<file path="src/rtl/vga_fifo_reader.sv">
// vga_fifo_reader: VGA raster timing generator that pops one FIFO word per active pixel
module vga_fifo_reader #(
  parameter int W        = 32,
  parameter int PIX_W    = 12,
  parameter int H_ACTIVE = 640,
  parameter int H_FP     = 16,
  parameter int H_SYNC   = 96,
  parameter int H_BP     = 48,
  parameter int V_ACTIVE = 480,
  parameter int V_FP     = 10,
  parameter int V_SYNC   = 2,
  parameter int V_BP     = 33
) (
  input  logic             clk,
  input  logic             reset,
  input  logic             enable,
  input  logic [W-1:0]     fifo_data,
  input  logic             fifo_empty,
  output logic             fifo_re,
  output logic [PIX_W-1:0] rgb,
  output logic             hsync,
  output logic             vsync,
  output logic             de,
  output logic             frame_start,
  output logic             underflow,
  input  logic             clr_underflow
);
  localparam int H_TOTAL = H_ACTIVE + H_FP + H_SYNC + H_BP;
  localparam int V_TOTAL = V_ACTIVE + V_FP + V_SYNC + V_BP;
  localparam int HW = $clog2(H_TOTAL);
  localparam int VW = $clog2(V_TOTAL);
  typedef enum logic [1:0] {IDLE, RUN, DRAIN} state_t;
  state_t state, state_nxt;
  logic [HW-1:0] hcnt;
  logic [VW-1:0] vcnt;
  logic hwrap, origin, last, active, hs_n, vs_n, run_now, starve;
  logic unused;
  assign unused = &{1'b0, fifo_data[W-1:PIX_W]};
  always_comb begin
    hwrap   = hcnt == HW'(H_TOTAL - 1);
    origin  = hcnt == '0 && vcnt == '0;
    last    = hwrap && vcnt == VW'(V_TOTAL - 1);
    active  = hcnt < HW'(H_ACTIVE) && vcnt < VW'(V_ACTIVE);
    hs_n    = !(hcnt >= HW'(H_ACTIVE + H_FP) && hcnt < HW'(H_ACTIVE + H_FP + H_SYNC));
    vs_n    = !(vcnt >= VW'(V_ACTIVE + V_FP) && vcnt < VW'(V_ACTIVE + V_FP + V_SYNC));
    // A frame may start in the same clock IDLE sees the origin with enable high
    run_now = state == RUN || (state == IDLE && enable && origin);
    fifo_re = reset && run_now && active && !fifo_empty;
    starve  = run_now && active && fifo_empty;
    state_nxt = state == IDLE ? (enable && origin ? RUN : IDLE)
              : state == RUN  ? (last && !enable ? DRAIN : RUN)
              : IDLE;
  end
  always_ff @(posedge clk) begin
    if (!reset) begin
      state       <= IDLE;
      hcnt        <= '0;
      vcnt        <= '0;
      rgb         <= '0;
      de          <= 1'b0;
      hsync       <= 1'b1;
      vsync       <= 1'b1;
      frame_start <= 1'b0;
      underflow   <= 1'b0;
    end else begin
      state       <= state_nxt;
      hcnt        <= hwrap ? '0 : hcnt + 1'b1;
      if (hwrap) vcnt <= last ? '0 : vcnt + 1'b1;
      rgb         <= fifo_re ? fifo_data[PIX_W-1:0] : '0;
      de          <= active;
      hsync       <= hs_n;
      vsync       <= vs_n;
      frame_start <= run_now && origin;
      underflow   <= starve || (underflow && !clr_underflow);
    end
  end
endmodule
</file>
<file path="config.mk">
export PLATFORM = sky130hd
export DESIGN_NAME = vga_fifo_reader
export DESIGN_NICKNAME = d
export VERILOG_FILES = /design/src/rtl/vga_fifo_reader.sv
export SDC_FILE = /design/constraint.sdc
export NUM_CORES = 1
export LEC_CHECK = 0
export CAP_MARGIN = 20
export CORE_ASPECT_RATIO = 0.6
export CORE_UTILIZATION = 61
export CTS_CLUSTER_SIZE = 8
export DETAILED_ROUTE_END_ITERATION = 16
export DONT_BUFFER_PORTS = 1
export PLACE_DENSITY_LB_ADDON = 0.3
export SYNTH_ARGS = -nofsm -noshare
export SYNTH_HDL_FRONTEND = slang
export SYNTH_SLANG_ARGS = --single-unit
</file>
<file path="constraint.sdc">
create_clock -name clk -period 2.66 [get_ports clk]
set_input_delay 0.133 -clock clk [delete_from_list [all_inputs] [get_ports clk]]
set_output_delay 0.133 -clock clk [all_outputs]
set_load 0.02 [all_outputs]
</file>
======== After elaboration in Yosys (flattened, before gate mapping) ========
Cells that the tools add are included.
W data, S select, Z words.
storage, ports and cells
  bits of input ports ..................... 37
  register bits ........................... 39
  output and inout bits ................... 18
  word-level logic and storage cells ...... 54
operators by class
  reductions and logical operators ........ 28
  mux-type cells .......................... 5
  bitwise gates (word level) .............. 1
  add/subtract/negate cells ............... 2
  order comparisons ....................... 6
  eq/ne operators ......................... 3
operators with widths
  kind                     number
  $add A10 B1 Y10 const B  2
  $eq A10 B10 Y1 const B   2
  $logic_not A10 Y1        2
  $lt A10 B10 Y1 const B   2
  $lt A10 B9 Y1 const B    2
  $logic_and A1 B1 Y1      16
  $ge A10 B10 Y1 const B   1
  $ge A10 B9 Y1 const B    1
  $mux W10                 1
  $mux W2                  3
  $logic_not A1 Y1         5
  $eq A2 B1 Y1 const B     1
  $logic_not A2 Y1         1
  $logic_or A1 B1 Y1       2
  $reduce_and A2 Y1        1
  $reduce_or A2 Y1         1
  $mux W1                  1
  $not A1 Y1               1

======== Logic depth before layout (Yosys ltp) ========
  word-level depth ........................ 8
  mapped depth ............................ 7
  gate-level depth less buffers ........... 6

======== Worst setup path before layout ========
OpenSTA, ideal clock, no wires.
  path type ............................... register -> output
  from .................................... register hcnt[5]
  to ...................................... output port fifo_re
  data arrival time ....................... 1.929 ns
  cell stages (with the launch flop) ...... 7
  required time ........................... 2.527 ns
  path slack .............................. 0.598 ns
  path buffers ............................ 2
  cells stage by stage .................... dfxtp_1 -> or3_1 -> buf_6 -> nor4b_1 -> a41oi_1 -> buf_2 -> nor2_1
between the ends
  longest elaborated chain between the ends .. 7
RTL lines
  element                                                                 line  RTL
  start: declaration                                                      34    logic [HW-1:0] hcnt;
  start signal: assignment                                                67    hcnt <= hwrap ? '0 : hcnt + 1'b1;
  parallel branches: the longest is 5 deep, another holds $lt A10 B10 Y1  -
  $logic_and A1 B1 Y1 (*) (2 in a row)                                    48    fifo_re = reset && run_now && active && !fifo_empty;
  end: declaration                                                        19    output logic fifo_re,
Mark *: on every way between the ends.

======== Worst setup path after layout ========
  from .................................... register hcnt[0]
  to ...................................... register vcnt[1]
between the ends
  longest elaborated chain between the ends .. 3
RTL lines
  element                 line  RTL
  $eq A10 B10 Y1 (*)      40    hwrap = hcnt == HW'(H_TOTAL - 1);
  $logic_and A1 B1 Y1     42    last = hwrap && vcnt == VW'(V_TOTAL - 1);
  $mux W10                68    if (hwrap) vcnt <= last ? '0 : vcnt + 1'b1;
  end signal: assignment  68
  end: declaration        35    logic [VW-1:0] vcnt;
Mark *: on every way between the ends. The rest lies on a longest branch, timed or not.
A chain may end at the register's enable or synchronous reset.

==> results.toml <==
[status]
status = "completed"

[sta]
setup_viol = 0
slew-limit-headroom_pct = 64.59
fin_worst_skew_ns = 0.008735
whs_ns = 0.02595
period_share_pct = 89.88
grt_setup_unrepaired = "no"
tightest_slew_ns = 0.5299
finalMaxSlewViolations = 0
period_needed_ns = 2.391
finalWorstSetupSlack_ns = 0.2693
tns_ns = 0
finalHoldViolations = 0
max_freq_mhz = 418.3

[job]
max-cap-violations = 0

[worst_setup_path]
r2r-start = "hcnt[0]"
start_kind = "flip-flop"
cp-end-kind = "flip-flop"
worstSetupStartpoint = "hcnt[0]"
path_class = "reg2reg"
critPathArrivalTime_ns = 2.56
cp.required_ns = 2.83
cp_max_fo = 9

[synthesis]
synth_top_area_share_pct = 47.56
synth_top_cells_by_area = "dfxtp_1 48%, nor2_1 5.5%, nor3b_1 5.0%"
synth_cells = 173
synth_edf_count = 0
synthAdderAreaFrac_pct = 3.049
netlist_area_mm2 = 0.001642
synth-seq-cells = 39
postSynthAreaPerCell_um2 = 9.489
synth_compound_area_share_pct = 5.183
synth_top_family_by_area = "simple AND/OR/NAND/NOR gates"
syn_nets = 214
synth_top_area_cell = "dfxtp_1"
synth_cell_types = 41
seq_area_frac_synth_pct = 47.56
synth-async-reset-ratio_pct = 0
synth_flop_cell = "dfxtp_1"
muxShareOfSynthArea_pct = 1.220
ys_warn_count = 0
synth_xor_area_share_pct = 6.936
synth-simple-area-share_pct = 31.63

[power]
peakVddDrop_uv = 528.0
p_leak_nw = 0.6899
powerDensity_mw_per_mm2 = 666.9

[layout]
final_cell_count_no_fill = 224
area_growth_pct = 18.14
layout_commonest_cell = "dfxtp_1"
nets = 231
final_layout_size_suffix_gt1_share_pct = 8.901
fillers = 169
mostFrequentLayoutCells = "39 x dfxtp_1, 24 x nor2_1, 14 x dlygate4sd3_1"

[die]
initial_utilization_pct = 65.08
dieArea_mm2 = 0.002910
rows = 14
die_w_um = 68.97
dieHeight_um = 42.19
ios = 55
core_mm2 = 0.002522

[drt]
totalWireLength_mm = 4.036
ant_nets = 0
drt_iter0_markers = 119
drt_pass1_iterations = 5
vias = 1400
drc = 0
routedWlPerCell_um = 18.02
post_drt_via_cell_ratio = 6.250

[cts]
root_buffer = "clkbuf_8"
clockBufferDepth = 2
clkLatencyLatePin_ns = 0.30
cts_setup_buffers = 0
h-tree-depth = 2
cts_tree = "built"
cts.reportedPaths.clkPinSlew_ns = 0.08
cts_sinks = 39
cts-buffers-inserted = 5

[placed_design]
dp_hpwl_mm = 2.370
place_inst = 201
place_ws_ns = 0.4385
port_buffers = 0
place.gp.congestion = 0.8829

[global_route]
antenna_found_initial = 1
grt_pass1_wl_mm = 5.989
overflow = 0
track_usage_pct = 30.11
grt_pass1_vias = 1293
grt_max_degree = 14

[hold_path]
hold_path_startpoint = "reset"
hp-class = "in2reg"
==> worst max-delay path, cell delays in order, from the launching register on <==
cell	delay, ns
dfxtp_1	0.41
ha_1	0.28
nand4_1	0.39
or3_1	0.67
o21ai_2	0.41
nor2_1	0.10
==> cells in the mapped netlist, types with 2 or more instances <==
cell type	count
or4_1	2
nor2_1	24
nand3_1	10
nor4_1	4
dfxtp_1	39
ha_1	4
nand2_1	7
buf_4	2
nor3_1	5
and3_1	4
nand3b_1	3
a21oi_1	3
nor3b_1	11
nor2b_1	2
nor4b_1	2
and4_1	2
buf_6	2
or3_1	2
inv_1	7
mux2i_1	2
nand4_1	4
xnor2_1	9
nand2b_1	2
xor2_1	4
==> state kept, by name, summed over array words and instances, names as in the netlist <==
| register | flops |
|---|---|
| rgb | 12 |
| hcnt | 10 |
| vcnt | 10 |
| state | 2 |
| de | 1 |
| frame_start | 1 |
| hsync | 1 |
| underflow | 1 |
| vsync | 1 |
==> power by group <==
group / total [mW] / switching [mW] / internal, mW / leakage (nW)
clock network: 0.582 / 0.207 / 0.375 / 0.0654
registers: 0.627 / 0.0261 / 0.601 / 0.317
logic: 0.0849 / 0.0449 / 0.0399 / 0.308
total: 1.29 / 0.278 / 1.02 / 0.690
==> final cells by class <==
cell class                      instances  area (µm²)  area share [%]
Clock buffer                            6       72.57           3.742
Sequential cell                        39       780.7           40.26
Clock inverter                          2       60.06           3.097
Tap cell                               32       40.04           2.065
Multi-Input combinational cell        121       802.0           41.35
Inverter                                7       26.28           1.355
Timing Repair Buffer                   16       155.1           8.000
Antenna cell                            1       2.502          0.1290
==> layer usage <==
metal	part of all wire [%]	routed length, µm	track usage, %	vias up
li1	-	-	-	644
met1	43	1735	39.93	666
met2	45	1800	41.75	72
met3	8.4	339	9.239	18
met4	4.0	160	19.59	0
met5	0	0	0	-
==> cell families (layout without fill, tap and decap cells) <==
group	after synthesis	after routing
buf+inv	13	31
xor+xnor	13	13
compound gates	12	12
mux	2	2
flops	39	39
fa+ha+maj	4	4
other cells	0	1
simple gates	90	90
==> path summary, 6_finish.rpt <==
kind	endpoint	slack, ns	cells after the start
hold reg to reg	hcnt[0]	0.53	1
setup reg to reg	vcnt[1]	0.27	5
hold / removal	state[1]	0.03	1
setup / recovery	vcnt[1]	0.27	5
==> metrics by stage <==
stage | power (mW) | util, % | cell area, µm²
floorplan | 0.6802 | - | 1642
finish | 1.293 | 76.88 | 1939
detailed placement | 0.6972 | 65.43 | 1650
global placement | 0.6926 | 65.43 | 1650
global route | 1.330 | 76.88 | 1939
CTS | 1.283 | 76.24 | 1923
==> repair_timing <==
item | 4_1_cts | 5_1_grt
hold buffers | 14 | 0
gates resized for setup | 0 | 2
endpoints found under the setup margin | 0 | 2
hold endpoints to repair | 13 | 0
(Power assumes the default switching activity.)
